File: config.mk
export PLATFORM = sky130hd
export DESIGN_NAME = light_serial_tx
export DESIGN_NICKNAME = d
export VERILOG_FILES = /design/src/rtl/light_tx_pkg.sv /design/src/rtl/tx_timer.sv /design/src/rtl/light_serial_tx.sv
export SDC_FILE = /design/constraint.sdc
export NUM_CORES = 1
export LEC_CHECK = 0
export CELL_PAD_IN_SITES_DETAIL_PLACEMENT = 2
export CELL_PAD_IN_SITES_GLOBAL_PLACEMENT = 2
export CORE_MARGIN = 4
export CORE_UTILIZATION = 38
export DETAILED_ROUTE_END_ITERATION = 8
export PLACE_DENSITY_LB_ADDON = 0.1
export SYNTH_ARGS = -nofsm -noshare
export SYNTH_HDL_FRONTEND = slang
export SYNTH_SLANG_ARGS = --single-unit
File: constraint.sdc
create_clock -name clk -period 5.5 [get_ports clk]
set_clock_uncertainty 0.1 [all_clocks]
set_input_delay 1.1 -clock clk [delete_from_list [all_inputs] [get_ports clk]]
set_output_delay 1.1 -clock clk [all_outputs]
set_load 0.01 [all_outputs]
File: src/rtl/light_tx_pkg.sv
// Shared types and default timing for the WS2812-style light word transmitter.
// Default cycle counts assume a 50 MHz clock.
package light_tx_pkg;

    typedef enum logic [1:0] {
        ST_IDLE,
        ST_HIGH,
        ST_LOW,
        ST_LATCH
    } tx_state_t;

    localparam int DEF_T0H   = 20;
    localparam int DEF_T0L   = 45;
    localparam int DEF_T1H   = 40;
    localparam int DEF_T1L   = 25;
    localparam int DEF_LATCH = 2500;
    localparam int N_BITS    = 24;

    // The LED expects green first, then red, then blue, each MSB first.
    function automatic logic [N_BITS-1:0] grb_order(input logic [N_BITS-1:0] rgb);
        return {rgb[15:8], rgb[23:16], rgb[7:0]};
    endfunction

endpackage

File: src/rtl/tx_timer.sv
// Loadable down-counter; done is high while the count sits at zero.
module tx_timer #(
    parameter int CW = 16
) (
    input  logic          clk,
    input  logic          rst,
    input  logic          load,
    input  logic [CW-1:0] value,
    output logic          done
);

    logic [CW-1:0] count;

    // NOTE: sequential state uses non-blocking assignments so every register samples pre-edge values.
    always_ff @(posedge clk or negedge rst) begin
        if (!rst) begin
            count <= '0;
        end else if (load) begin
            count <= value;
        end else if (count != '0) begin
            count <= count - CW'(1);
        end
    end

    assign done = (count == '0);

endmodule

File: src/rtl/light_serial_tx.sv
// Shifts one captured 24-bit colour word out as pulse-width-coded bits,
// then holds the line low for the latch gap.
module light_serial_tx
    import light_tx_pkg::*;
#(
    parameter int T0H   = DEF_T0H,
    parameter int T0L   = DEF_T0L,
    parameter int T1H   = DEF_T1H,
    parameter int T1L   = DEF_T1L,
    parameter int LATCH = DEF_LATCH,
    parameter int CW    = 16
) (
    input  logic        clk,
    input  logic        rst,
    input  logic [23:0] light,
    input  logic        valid,
    output logic        ready,
    output logic        dout,
    output logic        busy
);

    // Timer reload values are duration - 1 so a state lasts exactly its duration.
    localparam logic [CW-1:0] T0H_LD   = CW'(T0H - 1);
    localparam logic [CW-1:0] T0L_LD   = CW'(T0L - 1);
    localparam logic [CW-1:0] T1H_LD   = CW'(T1H - 1);
    localparam logic [CW-1:0] T1L_LD   = CW'(T1L - 1);
    localparam logic [CW-1:0] LATCH_LD = CW'(LATCH - 1);

    tx_state_t     state, state_n;
    logic [23:0]   shreg;
    logic [23:0]   light_grb;
    logic [4:0]    bit_idx;
    logic          cur_bit;
    logic          accept;
    logic          timer_load;
    logic [CW-1:0] timer_val;
    logic          timer_done;

    assign light_grb = grb_order(light);
    assign ready     = (state == ST_IDLE);
    assign busy      = !ready;
    assign accept    = valid && ready;

    tx_timer #(.CW(CW)) u_timer (
        .clk   (clk),
        .rst   (rst),
        .load  (timer_load),
        .value (timer_val),
        .done  (timer_done)
    );

    // NOTE: every always_comb output gets a default first so no path can infer a latch.
    always_comb begin
        state_n    = state;
        timer_load = 1'b0;
        timer_val  = '0;
        unique case (state)
            ST_IDLE: begin
                if (valid) begin
                    state_n    = ST_HIGH;
                    timer_load = 1'b1;
                    timer_val  = light_grb[23] ? T1H_LD : T0H_LD;
                end
            end
            ST_HIGH: begin
                if (timer_done) begin
                    state_n    = ST_LOW;
                    timer_load = 1'b1;
                    timer_val  = cur_bit ? T1L_LD : T0L_LD;
                end
            end
            ST_LOW: begin
                if (timer_done) begin
                    timer_load = 1'b1;
                    if (bit_idx == 5'd0) begin
                        state_n   = ST_LATCH;
                        timer_val = LATCH_LD;
                    end else begin
                        // shreg[22] becomes the MSB after this cycle's shift.
                        state_n   = ST_HIGH;
                        timer_val = shreg[22] ? T1H_LD : T0H_LD;
                    end
                end
            end
            ST_LATCH: begin
                if (timer_done) begin
                    state_n = ST_IDLE;
                end
            end
            default: state_n = ST_IDLE;
        endcase
    end

    always_ff @(posedge clk or negedge rst) begin
        if (!rst) begin
            state   <= ST_IDLE;
            dout    <= 1'b0;
            shreg   <= '0;
            bit_idx <= '0;
            cur_bit <= 1'b0;
        end else begin
            state <= state_n;
            dout  <= (state_n == ST_HIGH);
            if (accept) begin
                shreg   <= light_grb;
                bit_idx <= 5'd23;
                cur_bit <= light_grb[23];
            end else if (state == ST_LOW && timer_done) begin
                shreg <= {shreg[22:0], 1'b0};
                if (bit_idx != 5'd0) begin
                    bit_idx <= bit_idx - 5'd1;
                    cur_bit <= shreg[22];
                end
            end
        end
    end

endmodule

## Word level (Yosys, flattened, before mapping)

Index checks and enable logic that the tools add are counted.

- Logic and storage cells: 52
- Flip-flop bits (word level): 48
- Output and inout port bits: 3

- $add $sub $neg: 2
- Reductions and logical operators: 13
- Muxes and demuxes: 27
- Eq/ne operators: 4

Operators by type and width:

| kind | number |
|---|---|
| 2-to-1 mux 23 bit | 2 |
| case mux 12 bit (3 select lines) | 1 |
| 2-to-1 mux 16 bit | 2 |
| 2-to-1 mux 6 bit | 5 |
| 2-to-1 mux 12 bit | 2 |
| logical NOT 16 bit | 1 |
| nonzero test 16 bit | 1 |
| subtractor 16 x 1 -> 16 bit, second input constant | 1 |
| 2-to-1 mux 5 bit | 3 |
| 2-to-1 mux 2 bit | 5 |
| case mux 2 bit (4 select lines) | 1 |
| nonzero test 2 bit | 3 |
| logical NOT 5 bit | 1 |
| 2-to-1 mux 1 bit | 5 |
| nonzero test 5 bit | 1 |
| subtractor 5 x 1 -> 5 bit, second input constant | 1 |
| == test 2 x 1 -> 1 bit, second input constant | 2 |
| == test 2 bit, second input constant | 2 |
| logical AND 1 bit | 2 |
| logical NOT 2 bit | 1 |
| case mux 1 bit (2 select lines) | 1 |
| AND reduction 2 bit | 1 |
| OR reduction 2 bit | 1 |
| logical NOT 1 bit | 1 |

## Depth between registers and ports, before layout

Gate-level depths: netlist of the first run.

- Depth after elaboration: 5
- Depth in mapped cells: 8
- Depth with buffers taken out: 8

## Cells and area by module

From an unflattened synthesis of the first run, not the netlist that was laid out.

- Cells, all modules: 275
- Area total of the unflattened synthesis: 2676.3 um^2

By module, submodules not included:

| module | instances | cells an instance | area an instance (um^2) | seq. area each (um^2) |
|---|---|---|---|---|
| light_serial_tx | 1 | 171 | 1670.4 | 800.8 |
| tx_timer | 1 | 104 | 1006.0 | 400.4 |

## Worst setup path before layout of the first run

No wires, ideal clock.

- Kind: input port to flip-flop
- Start: input port valid
- End: register shreg[10]
- Slack: 3.369 ns
- Cell stages on the path: 4
- Library setup time: 0.132 ns
- Data arrival time: 1.899 ns
- Cell sequence: and2_1 -> clkbuf_1 -> clkbuf_1 -> o21ai_1

- Longest elaborated chain between the ends: 2
- Elaborated cells between the ends (all ways): 3
- Classes of those cells: mux: 1; reduce/logical: 2

Ends and longest elaborated chain:

| what | line | source |
|---|---|---|
| start: declaration | light_serial_tx.sv:16 | `input logic valid,` |
| logical AND 1 bit (*) | light_serial_tx.sv:42 | `assign accept = valid && ready;` |
| 2-to-1 mux 23 bit or nonzero test 2 bit (tied branches) | -- |  |
| end signal: assignment | light_serial_tx.sv:105 | `shreg <= light_grb;` |
| end signal: assignment | light_serial_tx.sv:109 | `shreg <= {shreg[22:0], 1'b0};` |
| end: declaration | light_serial_tx.sv:30 | `logic [23:0] shreg;` |

Mark *: on every way between the ends. The rest lies on a longest branch, timed or not.
A chain may end at the register's enable or synchronous reset.

## Worst setup path after layout of the first run

- Start: register state[1]
- End: output port ready

- Longest elaborated chain between the ends: 1

Ends and longest elaborated chain:

| what | line | source |
|---|---|---|
| start: declaration | light_serial_tx.sv:29 | `tx_state_t state, state_n;` |
| start signal: assignment | light_serial_tx.sv:102 | `state <= state_n;` |
| logical NOT 2 bit | light_serial_tx.sv:40 | `assign ready = (state == ST_IDLE);` |
| end: declaration | light_serial_tx.sv:17 | `output logic ready,` |

Every way passes these cells.

==> impl_metrics.json, run 1 <==
{
  "grt_usage_pct": 17.1,
  "cts.sinks": 48,
  "synth_edf_count": 0,
  "root_buffer": "clkbuf_8",
  "first_pass_iters": 4,
  "grt_pass1_vias": 2313,
  "required_ps": 4300,
  "die_area_um2": 8240,
  "yosysTopAreaCellShare_pct": 46.2,
  "cp_max_fo": 8,
  "vias_per_cell": 5.48,
  "ant_nets": 0,
  "cts_resized": 0,
  "rows": 29,
  "synthTopCellsByCount": "dfrtp_1 (48), nand2_1 (43), mux2i_1 (23), o21ai_1 (23), nor2_1 (13)",
  "placedCellCount": 366,
  "final_nets": 331,
  "drive_gt1_share_pct": 7.41,
  "synthArstFlopShare_pct": 100,
  "pre_cts_ws_ps": 2620,
  "drcViolationCount": 0,
  "synth_top_flop_cell": "dfrtp_1",
  "ys_warn_count": 0,
  "max_slew_margin_pct": 33.8,
  "start_util_pct": 40.1,
  "gp_congestion": 0.771,
  "first_iter_violations": 48,
  "synth_nets": 300,
  "tns_ps": 0,
  "ys_seq_elements": 48,
  "outcome": "completed",
  "netlist_area_um2": 2600,
  "synth_most_common_cell": "dfrtp_1",
  "maxCapViolations": 0,
  "worst_ir_drop_vdd_uv": 157,
  "hold_path_class": "reg -> reg",
  "place.detailed.hpwl_mm": 4.60,
  "period_needed_ps": 2970,
  "core-area_um2": 6490,
  "postLayoutCellArea_um2": 3070,
  "ys_types": 46,
  "start_kind": "flip-flop",
  "cts_tree": "yes",
  "tightest_slew_ps": 979,
  "die_x_um": 90.8,
  "grt_setup_unrepaired": "false",
  "arrival_ps": 1770,
  "clk_pin_slew_ps": 90,
  "htreeDepth": 2,
  "cts_buffers": 5,
  "critPathKind": "reg -> out",
  "wire_per_inst_um": 16.9,
  "die_h_um": 90.8,
  "numPortBuffers": 29,
  "wl_mm": 6.33,
  "seq_area_frac_synth_pct": 46.2,
  "vias": 2050,
  "grt_pass1_wl_mm": 11.4,
  "yosys-top-cells-area": "dfrtp_1 (46%), mux2i_1 (8.8%), nand2_1 (6.2%)",
  "syn_inst": 265,
  "final_cells": 374,
  "grt_overflow": 0,
  "area.growth.synth_to_final_pct": 17.9,
  "placed_area_um2": 2960,
  "critical_path.endpoint_type": "output port",
  "avgSynthCellArea_um2": 9.82,
  "antenna_found_initial": 0,
  "worst_slack_ps": 2530,
  "hold_buffers": 0,
  "clkLatencyLatePin_ps": 300,
  "ioPinCount": 30,
  "cellLeakagePower_uw": 0.00126,
  "p_per_area_nw_per_um2": 503,
  "timing_hold_violations_final": 0,
  "slew_violations": 0,
  "cts_buffer_depth": 2,
  "finalCritPeriodShare_pct": 54.1,
  "grt_max_degree": 49,
  "max_freq_ghz": 0.336,
  "yosysTopAreaCell": "dfrtp_1",
  "setup_violations": 0,
  "post_cts.repair.setup_buffers": 0,
  "diodes": 0
}
## area by class of cell
class	count	area, µm²
Tap cell	77	96.3
Clock inverter	2	35.0
Timing Repair Buffer	32	308
Sequential cell	48	1200
Multi-Input combinational cell	198	1310
Clock buffer	6	72.6
Fill cell	715	3430
Inverter	11	41.3
## critical path, cell delays in order, from the launching register on
cell,delay [ps]
dfrtp_1,460
inv_1,130
ha_1,300
clkdlybuf4s50_1,580
## worst paths after layout
| check | start | to | slack [ps] | cells past startpoint |
|---|---|---|---|---|
| worst min register to register | bit_idx[1] | bit_idx[1] | 450 | 2 |
| min in group asynchronous | rst | dout | 790 | 2 |
| worst max register to register | u_timer.count[0] | u_timer.count[3] | 2920 | 8 |
| worst max-delay path | state[1] | ready | 2530 | 3 |
| worst min-delay path | bit_idx[1] | bit_idx[1] | 450 | 2 |
| max in group asynchronous | rst | cur_bit | 4060 | 2 |
## layer usage
metal	GRT usage, %	vias to the layer above	share of wire, %
li1	-	992	-
met1	20.9	1027	45
met2	30.5	27	51
met3	3.50	4	2.9
met4	3.95	0	0.87
met5	0	-	0
## sequential cells by signal, summed over array words and instances, names as in the netlist
signal / cells
bit_idx: 5
cur_bit: 1
dout: 1
shreg: 23
state: 2
u_timer.count: 16
## layout by cell type (no fill, tap or decap), drive strengths merged, types with 2 or more instances in the layout
cell / instances
o41ai: 2
or3: 5
nor4: 2
nor4b: 2
nand2: 43
o31ai: 3
and2: 2
clkbuf: 6
mux2i: 23
o21ai: 33
and3: 2
a31o: 2
o211ai: 2
nand4: 2
nor2: 14
inv: 11
a31oi: 3
buf: 4
nor3: 10
ha: 8
clkdlybuf4s50: 28
xor2: 7
dfrtp: 48
nand3: 5
xnor2: 5
a21oi: 9
nor2b: 2
## power by group
part	internal, µW	switching, µW
Clock	135	123
Sequential	498	122
Combinational	282	383
Total	915	627
## logic make-up (layout without fill, tap and decap cells)
logic type | after synthesis | after routing | share of synthesized area (%)
multiplexers | 24 | 24 | 9.28
XOR/XNOR | 12 | 12 | 4.04
AND/OR/NAND/NOR | 95 | 95 | 20.0
buffers and inverters | 19 | 51 | 3.37
adder cells (fa/ha/maj) | 8 | 8 | 3.85
AO/OA/AOI/OAI | 59 | 59 | 13.3
flip-flops | 48 | 48 | 46.2
## stage by stage
step	total power (µW)	hold slack, ps	utilization [%]
2_1_floorplan	1090	396	-
3_3_place_gp	1270	421	45.6
3_5_place_dp	1300	426	45.6
4_1_cts	1570	451	47.2
5_1_grt	1690	479	47.2
6_report	1540	449	47.2
(Power assumes the default switching activity.)
==> inputs of run 2 (changes only) <==
CORE_UTILIZATION = 32   (was 38)
clock period = 2.4 ns   (was 5.5 ns; I/O delays follow)
==> impl_metrics.json, run 2 (synthesis gave the netlist of run 1 again) <==
{
  "place.detailed.hpwl_mm": 4.99,
  "setup_violations": 0,
  "worstSetupEndpoint": "shreg[15]",
  "start_util_pct": 33.3,
  "tightest_slew_ps": 644,
  "drive_gt1_share_pct": 14.6,
  "cellLeakagePower_uw": 0.00135,
  "top_regs": "shreg: 23 flops, u_timer.count: 16 flops, bit_idx: 5 flops",
  "critPathKind": "reg -> reg",
  "timing_hold_violations_final": 0,
  "gp_congestion": 0.782,
  "hold_path_class": "in -> async",
  "grt_pass1_vias": 2339,
  "ioPinCount": 30,
  "numPortBuffers": 29,
  "first_pass_iters": 4,
  "final_nets": 348,
  "cts_buffer_depth": 2,
  "cts.sinks": 48,
  "diodes": 0,
  "vias": 2139,
  "die_area_um2": 9640,
  "r2r_cells": 10,
  "slew_violations": 0,
  "vias_per_cell": 5.14,
  "ant_nets": 0,
  "placed_area_um2": 3090,
  "max_slew_margin_pct": 57.1,
  "power_uw": 3660,
  "drcViolationCount": 0,
  "die_h_um": 98.2,
  "grt_max_degree": 49,
  "regMostFlops": "shreg",
  "outcome": "completed",
  "antenna_found_initial": 0,
  "worst_slack_ps": 96.1,
  "core-area_um2": 7810,
  "final_common_cell": "dfrtp_1",
  "worst_ir_drop_vdd_uv": 295,
  "htreeDepth": 2,
  "wl_mm": 7.11,
  "finalCoreUtilization_pct": 42.3,
  "maxCapViolations": 0,
  "grt_pass1_wl_mm": 11.6,
  "first_iter_violations": 30,
  "tns_ps": 0,
  "required_ps": 2480,
  "cts_buffers": 5,
  "grt_usage_pct": 14.8,
  "cts_tree": "yes",
  "regToRegEndpoint": "shreg[15]",
  "largest_reg_flops": 23,
  "r2r_slack_ps": 100,
  "clk_pin_slew_ps": 100,
  "cp_max_fo": 12,
  "area.growth.synth_to_final_pct": 26.8,
  "root_buffer": "clkbuf_8",
  "postLayoutCellArea_um2": 3300,
  "hold_buffers": 0,
  "grt_overflow": 0,
  "p_per_area_nw_per_um2": 1110,
  "rows": 32,
  "start_kind": "flip-flop",
  "r2r_start": "u_timer.count[0]",
  "pre_cts_ws_ps": -57.5,
  "crit_path_start": "u_timer.count[0]",
  "layout_common_cells": "dfrtp_1 (47), nand2_1 (43), clkdlybuf4s50_1 (28)",
  "die_x_um": 98.2,
  "clkLatencyLatePin_ps": 300,
  "period_needed_ps": 2300,
  "finalCritPeriodShare_pct": 96.0,
  "critical_path.endpoint_type": "flip-flop",
  "max_freq_ghz": 0.434,
  "wire_per_inst_um": 17.1,
  "arrival_ps": 2390
}
-- run 2: routing by layer --
layer / GRT usage (%) / wire length, µm / up-vias / part of all wire [%]
met3: 2.71 / 198 / 5 / 2.8
met4: 3.47 / 62 / 0 / 0.87
li1: - / - / 1027 / -
met5: 0 / 0 / - / 0
met2: 27.4 / 3780 / 26 / 53
met1: 17.7 / 3060 / 1081 / 43
-- run 2: worst min-delay path by stage --
stage,startpoint,endpoint,cells after the start
2_1_floorplan,rst,bit_idx[0],0
6_report,rst,u_timer.count[3],2
3_5_place_dp,shreg[20],shreg[20],2
4_1_cts,rst,shreg[2],2
3_3_place_gp,shreg[0],shreg[0],2
5_1_grt,rst,shreg[15],2
-- run 2: worst max-delay path: stages, from the launching register on --
cell,delay (ps)
dfrtp_1,410
inv_1,100
ha_2,210
nor4b_4,200
buf_4,190
nand3_2,160
nor3_4,210
buf_12,150
clkbuf_16,170
mux2i_1,190
o21ai_1,70
-- run 2: layout make-up --
class,count,area (µm²)
clock buffers,6,82.6
flip-flops and latches,48,1200
well taps,102,128
multi-input cells,198,1340
repair buffers,49,495
fillers,859,4510
inverters,11,41.3
clock inverters,2,15.0
-- run 2: metrics by stage --
step / hold slack, ps / std cells
3_5_place_dp: 440 / 402
5_1_grt: 235 / 416
2_1_floorplan: 84.4 / 265
4_1_cts: 203 / 411
6_report: 168 / 416
3_3_place_gp: 425 / 402
-- run 2: report_power, final --
part	internal (µW)	total, µW	switching [µW]
Sequential	1140	1430	287
Combinational	766	1700	938
Clock	234	523	290
-- run 2: timing repair --
| item | 4_1_cts | 5_1_grt |
|---|---|---|
| endpoints found under the setup margin | 4 | 45 |
| resized for setup | 1 | 5 |
| buffers inserted | 1 | 3 |
| pin swaps | 1 | 0 |
| gates cloned | 0 | 2 |
